===== src/rtl/sub_design_skid_if.sv =====
// Valid/ready handshake bundle for one skid stage: producer side (in_*) and consumer side (out_*).
// The master modport is the environment's view; the slave modport is the stage's view.
`timescale 1ns/1ps
interface sub_design_skid_if #(
    parameter int WIDTH = 8
);
    logic             in_valid;
    logic [WIDTH-1:0] in_data;
    logic             in_ready;
    logic             out_valid;
    logic [WIDTH-1:0] out_data;
    logic             out_ready;

    modport master (
        output in_valid, in_data, out_ready,
        input  in_ready, out_valid, out_data
    );

    modport slave (
        input  in_valid, in_data, out_ready,
        output in_ready, out_valid, out_data
    );
endinterface


===== src/rtl/sub_design_skid.sv =====
// Valid/ready pipeline stage with a two-entry skid buffer (INSERT_FF=1) or a pure pass-through (INSERT_FF=0).
// in_ready is a flop, so out_ready never reaches in_ready combinationally in registered mode.
`timescale 1ns/1ps
module sub_design_skid #(
    parameter int WIDTH     = 8,
    parameter bit INSERT_FF = 1'b1
) (
    input  logic              clk,
    input  logic              rst_n,
    sub_design_skid_if.slave  bus,
    output logic [1:0]        occupancy,
    output logic [15:0]       beat_count
);

    // Encodings double as the occupancy value.
    typedef enum logic [1:0] {
        EMPTY = 2'd0,
        BUSY  = 2'd1,
        FULL  = 2'd2
    } state_t;

    logic out_fire;

    assign out_fire = bus.out_valid & bus.out_ready;

    always_ff @(posedge clk or negedge rst_n) begin
        if (!rst_n) begin
            beat_count <= '0;
        end else if (out_fire) begin
            beat_count <= beat_count + 16'd1;
        end
    end

    if (INSERT_FF) begin : g_reg
        state_t           state, state_next;
        logic [WIDTH-1:0] main_q, main_d;
        logic [WIDTH-1:0] skid_q, skid_d;
        logic             ready_q;
        logic             in_fire;

        assign in_fire = bus.in_valid & ready_q;

        // NOTE: every output of this block gets a default first, so no path can infer a latch.
        always_comb begin
            state_next = state;
            main_d     = main_q;
            skid_d     = skid_q;
            unique case (state)
                EMPTY: begin
                    if (in_fire) begin
                        state_next = BUSY;
                        main_d     = bus.in_data;
                    end
                end
                BUSY: begin
                    if (in_fire && out_fire) begin
                        main_d = bus.in_data;
                    end else if (in_fire) begin
                        state_next = FULL;
                        skid_d     = bus.in_data;
                    end else if (out_fire) begin
                        state_next = EMPTY;
                    end
                end
                FULL: begin
                    if (out_fire) begin
                        state_next = BUSY;
                        main_d     = skid_q;
                    end
                end
                default: state_next = EMPTY;
            endcase
        end

        // NOTE: payload registers are reset too, so a discarded beat can never reappear after reset.
        always_ff @(posedge clk or negedge rst_n) begin
            if (!rst_n) begin
                state   <= EMPTY;
                main_q  <= '0;
                skid_q  <= '0;
                ready_q <= 1'b0;
            end else begin
                state   <= state_next;
                main_q  <= main_d;
                skid_q  <= skid_d;
                ready_q <= (state_next != FULL);
            end
        end

        assign bus.in_ready  = ready_q;
        assign bus.out_valid = (state != EMPTY);
        assign bus.out_data  = main_q;
        assign occupancy     = state;
    end else begin : g_pass
        assign bus.in_ready  = bus.out_ready;
        assign bus.out_valid = bus.in_valid;
        assign bus.out_data  = bus.in_data;
        assign occupancy     = 2'd0;
    end

endmodule


===== src/flat_wrapper.sv =====
// flat-port wrapper written by rule: the top's interface ports become plain ports
module sub_design_skid_flat 
#(
    parameter int WIDTH     = 8,
    parameter bit INSERT_FF = 1'b1
)
  (clk, rst_n, occupancy, beat_count, bus_in_valid, bus_in_data, bus_out_ready, bus_in_ready, bus_out_valid, bus_out_data);
  sub_design_skid_if #(.WIDTH(WIDTH)) bus_i ();
  input  logic clk;
  input  logic rst_n;
  output logic [1:0] occupancy;
  output logic [15:0] beat_count;
  input wire logic [$bits(bus_i.in_valid)-1:0] bus_in_valid;
  input wire logic [$bits(bus_i.in_data)-1:0] bus_in_data;
  input wire logic [$bits(bus_i.out_ready)-1:0] bus_out_ready;
  output wire logic [$bits(bus_i.in_ready)-1:0] bus_in_ready;
  output wire logic [$bits(bus_i.out_valid)-1:0] bus_out_valid;
  output wire logic [$bits(bus_i.out_data)-1:0] bus_out_data;
  assign bus_i.in_valid = bus_in_valid;
  assign bus_i.in_data = bus_in_data;
  assign bus_i.out_ready = bus_out_ready;
  assign bus_in_ready = bus_i.in_ready;
  assign bus_out_valid = bus_i.out_valid;
  assign bus_out_data = bus_i.out_data;
  sub_design_skid #(.WIDTH(WIDTH), .INSERT_FF(INSERT_FF)) u_core (.clk(clk), .rst_n(rst_n), .bus(bus_i), .occupancy(occupancy), .beat_count(beat_count));
endmodule

===== config.mk =====
export PLATFORM = sky130hd
export DESIGN_NAME = sub_design_skid_flat
export DESIGN_NICKNAME = d
export VERILOG_FILES = /design/src/rtl/sub_design_skid_if.sv /design/src/rtl/sub_design_skid.sv /design/src/flat_wrapper.sv
export SDC_FILE = /design/constraint.sdc
export NUM_CORES = 1
export LEC_CHECK = 0
export ABC_AREA = 1
export BUFFER_PORTS_ARGS = -buffer_cell sky130_fd_sc_hd__clkbuf_2
export CAP_MARGIN = 20
export CORE_AREA = 2 2 58 60
export DETAILED_ROUTE_END_ITERATION = 10
export DIE_AREA = 0 0 60 62
export PLACE_DENSITY = 0.79
export SKIP_CTS_REPAIR_TIMING = 1
export SYNTH_ARGS = -nofsm -noshare
export SYNTH_HDL_FRONTEND = slang
export SYNTH_SLANG_ARGS = --single-unit

===== constraint.sdc =====
create_clock -name clk -period 2.7 [get_ports clk]
set_clock_uncertainty 0.15 [all_clocks]
set_input_delay 0 -clock clk [delete_from_list [all_inputs] [get_ports clk]]
set_output_delay 0 -clock clk [all_outputs]
set_load 0.1 [all_outputs]

## Word level (Yosys, flattened, before mapping)

Index checks and enable logic that the tools add are counted.
W data, S select, Z words.

| cells by class | value |
|---|---|
| equal/unequal tests | 6 |
| mux-type cells | 10 |
| add/subtract/negate cells | 1 |
| bitwise gates (word level) | 3 |
| reductions and logical operators | 6 |

Operator list:

| cell | count |
|---|---|
| $mux W8 | 3 |
| $pmux W8 S3 | 1 |
| $add A16 B1 Y16 const B | 1 |
| $mux W2 | 5 |
| $ne A2 B1 Y1 const B | 3 |
| $pmux W2 S3 | 1 |
| $reduce_and A4 Y1 | 1 |
| $reduce_and A3 Y1 | 1 |
| $reduce_bool A3 Y1 | 1 |
| $and A1 B1 Y1 | 2 |
| $eq A2 B1 Y1 const B | 1 |
| $eq A2 B2 Y1 const B | 1 |
| $logic_not A2 Y1 | 1 |
| $ne A2 B2 Y1 const B | 1 |
| $reduce_bool A2 Y1 | 1 |
| $logic_and A1 B1 Y1 | 1 |
| $not A1 Y1 | 1 |

| storage, ports and cells | value |
|---|---|
| output and inout port bits | 28 |
| logic and storage cells | 31 |
| input port bits | 12 |
| flip-flop bits (word level) | 35 |

## Logic depth before layout (Yosys ltp)

| logic depth | value |
|---|---|
| depth in word-level cells | 7 |
| mapped depth | 8 |

## Worst setup path after synthesis

OpenSTA, ideal clock, no wires.

| path | value |
|---|---|
| path kind | reg-to-reg |
| from | register u_core.g_reg.state[1], in the netlist u_core.occupancy[1] |
| to | register u_core.g_reg.state[0], in the netlist u_core.occupancy[0] |
| required time | 2.432 ns |
| data arrival time | 2.308 ns |
| library setup time | 0.118 ns |
| setup slack | 0.124 ns |
| cell stages (with the launch flop) | 6 |
| buffers on the path | 1 |
| period minus slack after synthesis | 2.576 ns |
| path through | dfrtp_1 -> nor2_2 -> inv_1 -> a21oi_4 -> buf_6 -> a21o_1 |

| between the ends | value |
|---|---|
| word-level cells in the longest chain between the ends | 6 |

RTL lines:

| element | RTL line | RTL |
|---|---|---|
| start: declaration | sub_design_skid.sv:35 | `state_t state, state_next;` |
| start signal: assignment | sub_design_skid.sv:83 | `state <= state_next;` |
| $reduce_bool A2 Y1 (*) | sub_design_skid.sv:91 | `assign bus.out_valid = (state != EMPTY);` |
| named net bus_out_valid | flat_wrapper.sv:17 | `output wire logic [$bits(bus_i.out_valid)-1:0] bus_out_valid;` |
| $and A1 B1 Y1 (*) | sub_design_skid.sv:24 | `assign out_fire = bus.out_valid & bus.out_ready;` |
| $mux W2 | sub_design_skid.sv:61 | `end else if (out_fire) begin` |
| $mux W2 | sub_design_skid.sv:58 | `end else if (in_fire) begin` |
| $mux W2 | sub_design_skid.sv:56 | `if (in_fire && out_fire) begin` |
| $pmux W2 S3 (*) | sub_design_skid.sv:48 | `unique case (state)` |
| named net u_core.g_reg.state_next[0] | sub_design_skid.sv:35 |  |

The timed path passes the listed nets; every way through them passes the cells marked *.
A chain may end at the register's enable or synchronous reset.

## Final worst setup path

| path | value |
|---|---|
| from | register u_core.g_reg.state[0], in the netlist u_core.occupancy[0] |
| to | register u_core.g_reg.state[0], in the netlist u_core.occupancy[0] |

| between the ends | value |
|---|---|
| word-level cells in the longest chain between the ends | 6 |

RTL lines:

| element | RTL line |
|---|---|
| $reduce_bool A2 Y1 | sub_design_skid.sv:91 |
| $and A1 B1 Y1 | sub_design_skid.sv:24 |
| $mux W2 | sub_design_skid.sv:61 |
| $mux W2 | sub_design_skid.sv:58 |
| $mux W2 | sub_design_skid.sv:56 |
| $pmux W2 S3 (*) | sub_design_skid.sv:48 |
| named net u_core.g_reg.state_next[0] | sub_design_skid.sv:35 |

Marks and branches as above.

==> qor.csv <==
stage,metric,value,unit
cells_and_area,area_delta_synth_final,25.1,%
critical_path,reg2regPathDepth,6,
sta,max_freq,0.463,GHz
synthesis,ys.warnings.count,0,
synthesis,synth_area_leaders,"dfrtp_1, nand2_1, inv_1",
cells_and_area,multi_input_area,619,um2
die,die_w,60,um
cts,cts_root_buf,clkbuf_4,
global_route,grt_pass1_vias,1169,
sta,finalCritPeriodShare,80.0,%
critical_path,criticalPathCategory,register to register,
sta,rsz0062_at_grt,no,
global_route,grt_max_degree,36,
sta,setup_viol,0,
cts,tritoncts,done,
routing,drtIter0Drc,36,
synthesis,syn_area,1630,um2
die,die_y,62,um
routing,vias,1342,
cts,clkLatencyLatePin,330,ps
synthesis,ys_types,24,
critical_path,crit_path_start,u_core.occupancy[0]$_DFF_PN0_,
die,core,3180,um2
cells_and_area,final_cell_mix,"nand2_1, clkbuf_2, dfrtp_1",
synthesis,ys_seq_area_share,53.9,%
critical_path,worst-path-max-fanout,18,
critical_path,r2r_slack,540,ps
cts,cts_buffer_depth,2,
synthesis,synthCells,187,
die,start_util,51.1,%
cells_and_area,drive_gt1_share,21.5,%
global_route,grt_usage,17.9,%
sta,relSlewSlack,44.2,%
run,max_cap_violations,0,
critical_path,arrival,2280,ps
cells_and_area,register_area,876,um2
cells_and_area,diodes,0,
routing,wirelength,3.11,mm
place,dpl_cell_area,1860,um2
routing,drc,0,
critical_path,setup.worst_path.end,u_core.occupancy[0]$_DFF_PN0_,
cts,clk_pin_slew,110,ps
min_path,hold_path_class,primary input to asynchronous set/reset pin,
die,std_cell_rows,21,
critical_path,worst_r2r_endpoint,u_core.occupancy[0]$_DFF_PN0_,
place,port_buffers,39,
routing,drtAntennaViolNets,0,
synthesis,ys_seq_elements,35,
sta,worst_pin_slew,836,ps
place,dp_hpwl,2.15,mm
place,gp_congestion,0.788,
sta,tns,0,ps
critical_path,r2r-start,u_core.occupancy[0]$_DFF_PN0_,
cells_and_area,layout.nets,255,
routing,via_per_inst,4.66,
synthesis,avgSynthCellArea,8.69,um2
routing,wl_per_cell,10.8,um
global_route,antenna_found_initial,0,
cells_and_area,final.fill_count,298,
cts,cts.sinks,35,
die,pin_count,40,
synthesis,yosysTopAreaCell,dfrtp_1,
status,status,"finished, final reports clean",
cells_and_area,fin_util,64.0,%
die,dieArea,3720,um2
synthesis,synth_top_cell_area_share,53.9,%
cts,cts_max_level,2,
global_route,grt-ovfl-total,0,
routing,first_pass_iters,4,
sta,hold_viol_final,0,
global_route,grt_pass1_wl,4.84,mm
cells_and_area,finish.instance_area,2030,um2
sta,post-route-min-period,2160,ps
sta,finalMaxSlewViolations,0,
critical_path,cp.required,2820,ps
critical_path,end_kind,register,
cells_and_area,mostFrequentLayoutCell,nand2_1,
critical_path,startpoint_type,register,
synthesis,syn_nets,200,
cts,cts_buffers,5,
==> per-stage QoR <==
| step | hold slack (ps) | setup slack (ps) | instances |
|---|---|---|---|
| 2_1_floorplan | -446 | 124 | 187 |
| 3_3_place_gp | -8.92 | 1060 | 269 |
| 3_5_place_dp | 1.55 | 1030 | 269 |
| 4_1_cts | -378 | 980 | 276 |
| 5_1_grt | 220 | 389 | 288 |
| 6_report | 138 | 540 | 288 |
==> Yosys cell counts (all sizes together) <==
cell type  count
a21o           1
o21ai         18
ha             1
nand3b         3
nand3          7
a21oi          9
buf            3
xor2           7
and3           1
dfrtp         35
nand4          2
nand2         43
inv           29
nor3           3
o21a           1
xnor2          4
nor2          20
==> sequential cells by signal, summed over array words and instances, names as in the netlist <==
name / cells
u_core.bus.out_data: 8
u_core.bus.in_ready: 1
u_core.beat_count: 16
u_core.g_reg.skid_q: 8
u_core.occupancy: 2
==> cell families after synthesis <==
kind of cell	after synthesis	share of synthesized area (%)
AOI/OAI and AO/OA	29	10.2
adders and majority gates	1	0.770
and+or+nand+nor	79	21.2
xor gates and xnor gates	11	5.93
DFF	35	53.9
buffers and inverters	32	8.01
==> area by class of cell <==
| type | count | area share (%) |
|---|---|---|
| clock inverters | 1 | 0.246 |
| flip-flops and latches | 35 | 43.1 |
| repair buffers | 51 | 15.5 |
| well taps | 46 | 2.83 |
| multi-input cells | 120 | 30.5 |
| inverters | 29 | 5.35 |
| clock buffers | 6 | 2.52 |
==> per-layer routing <==
layer	wire [um]	up-vias	global-route usage [%]
li1	-	695	-
met2	1580	34	31.7
met5	0	-	0
met3	147	5	6.21
met4	43	0	6.67
met1	1340	608	19.9
==> how the worst min path moves through the flow <==
stage | from | endpoint | depth (start not counted)
2_1_floorplan | rst_n | u_core.beat_count[0]$_DFFE_PN0P_ | 0
3_3_place_gp | rst_n | u_core.beat_count[3]$_DFFE_PN0P_ | 1
3_5_place_dp | rst_n | u_core.beat_count[4]$_DFFE_PN0P_ | 1
4_1_cts | rst_n | u_core.g_reg.skid_q[7]$_DFFE_PN0P_ | 1
5_1_grt | rst_n | u_core.g_reg.skid_q[7]$_DFFE_PN0P_ | 2
6_report | rst_n | u_core.g_reg.skid_q[0]$_DFFE_PN0P_ | 2
==> critical path: stages, from the launching register on <==
cell and delay [ps]:
dfrtp_1 420, inv_1 110, nand2_2 190, o21a_1 200
a21oi_4 340, a21o_1 130, dlygate4sd3_1 560
Power is not shown: default switching activity piles up to over one toggle a cycle in this logic, so the estimate is an artifact.
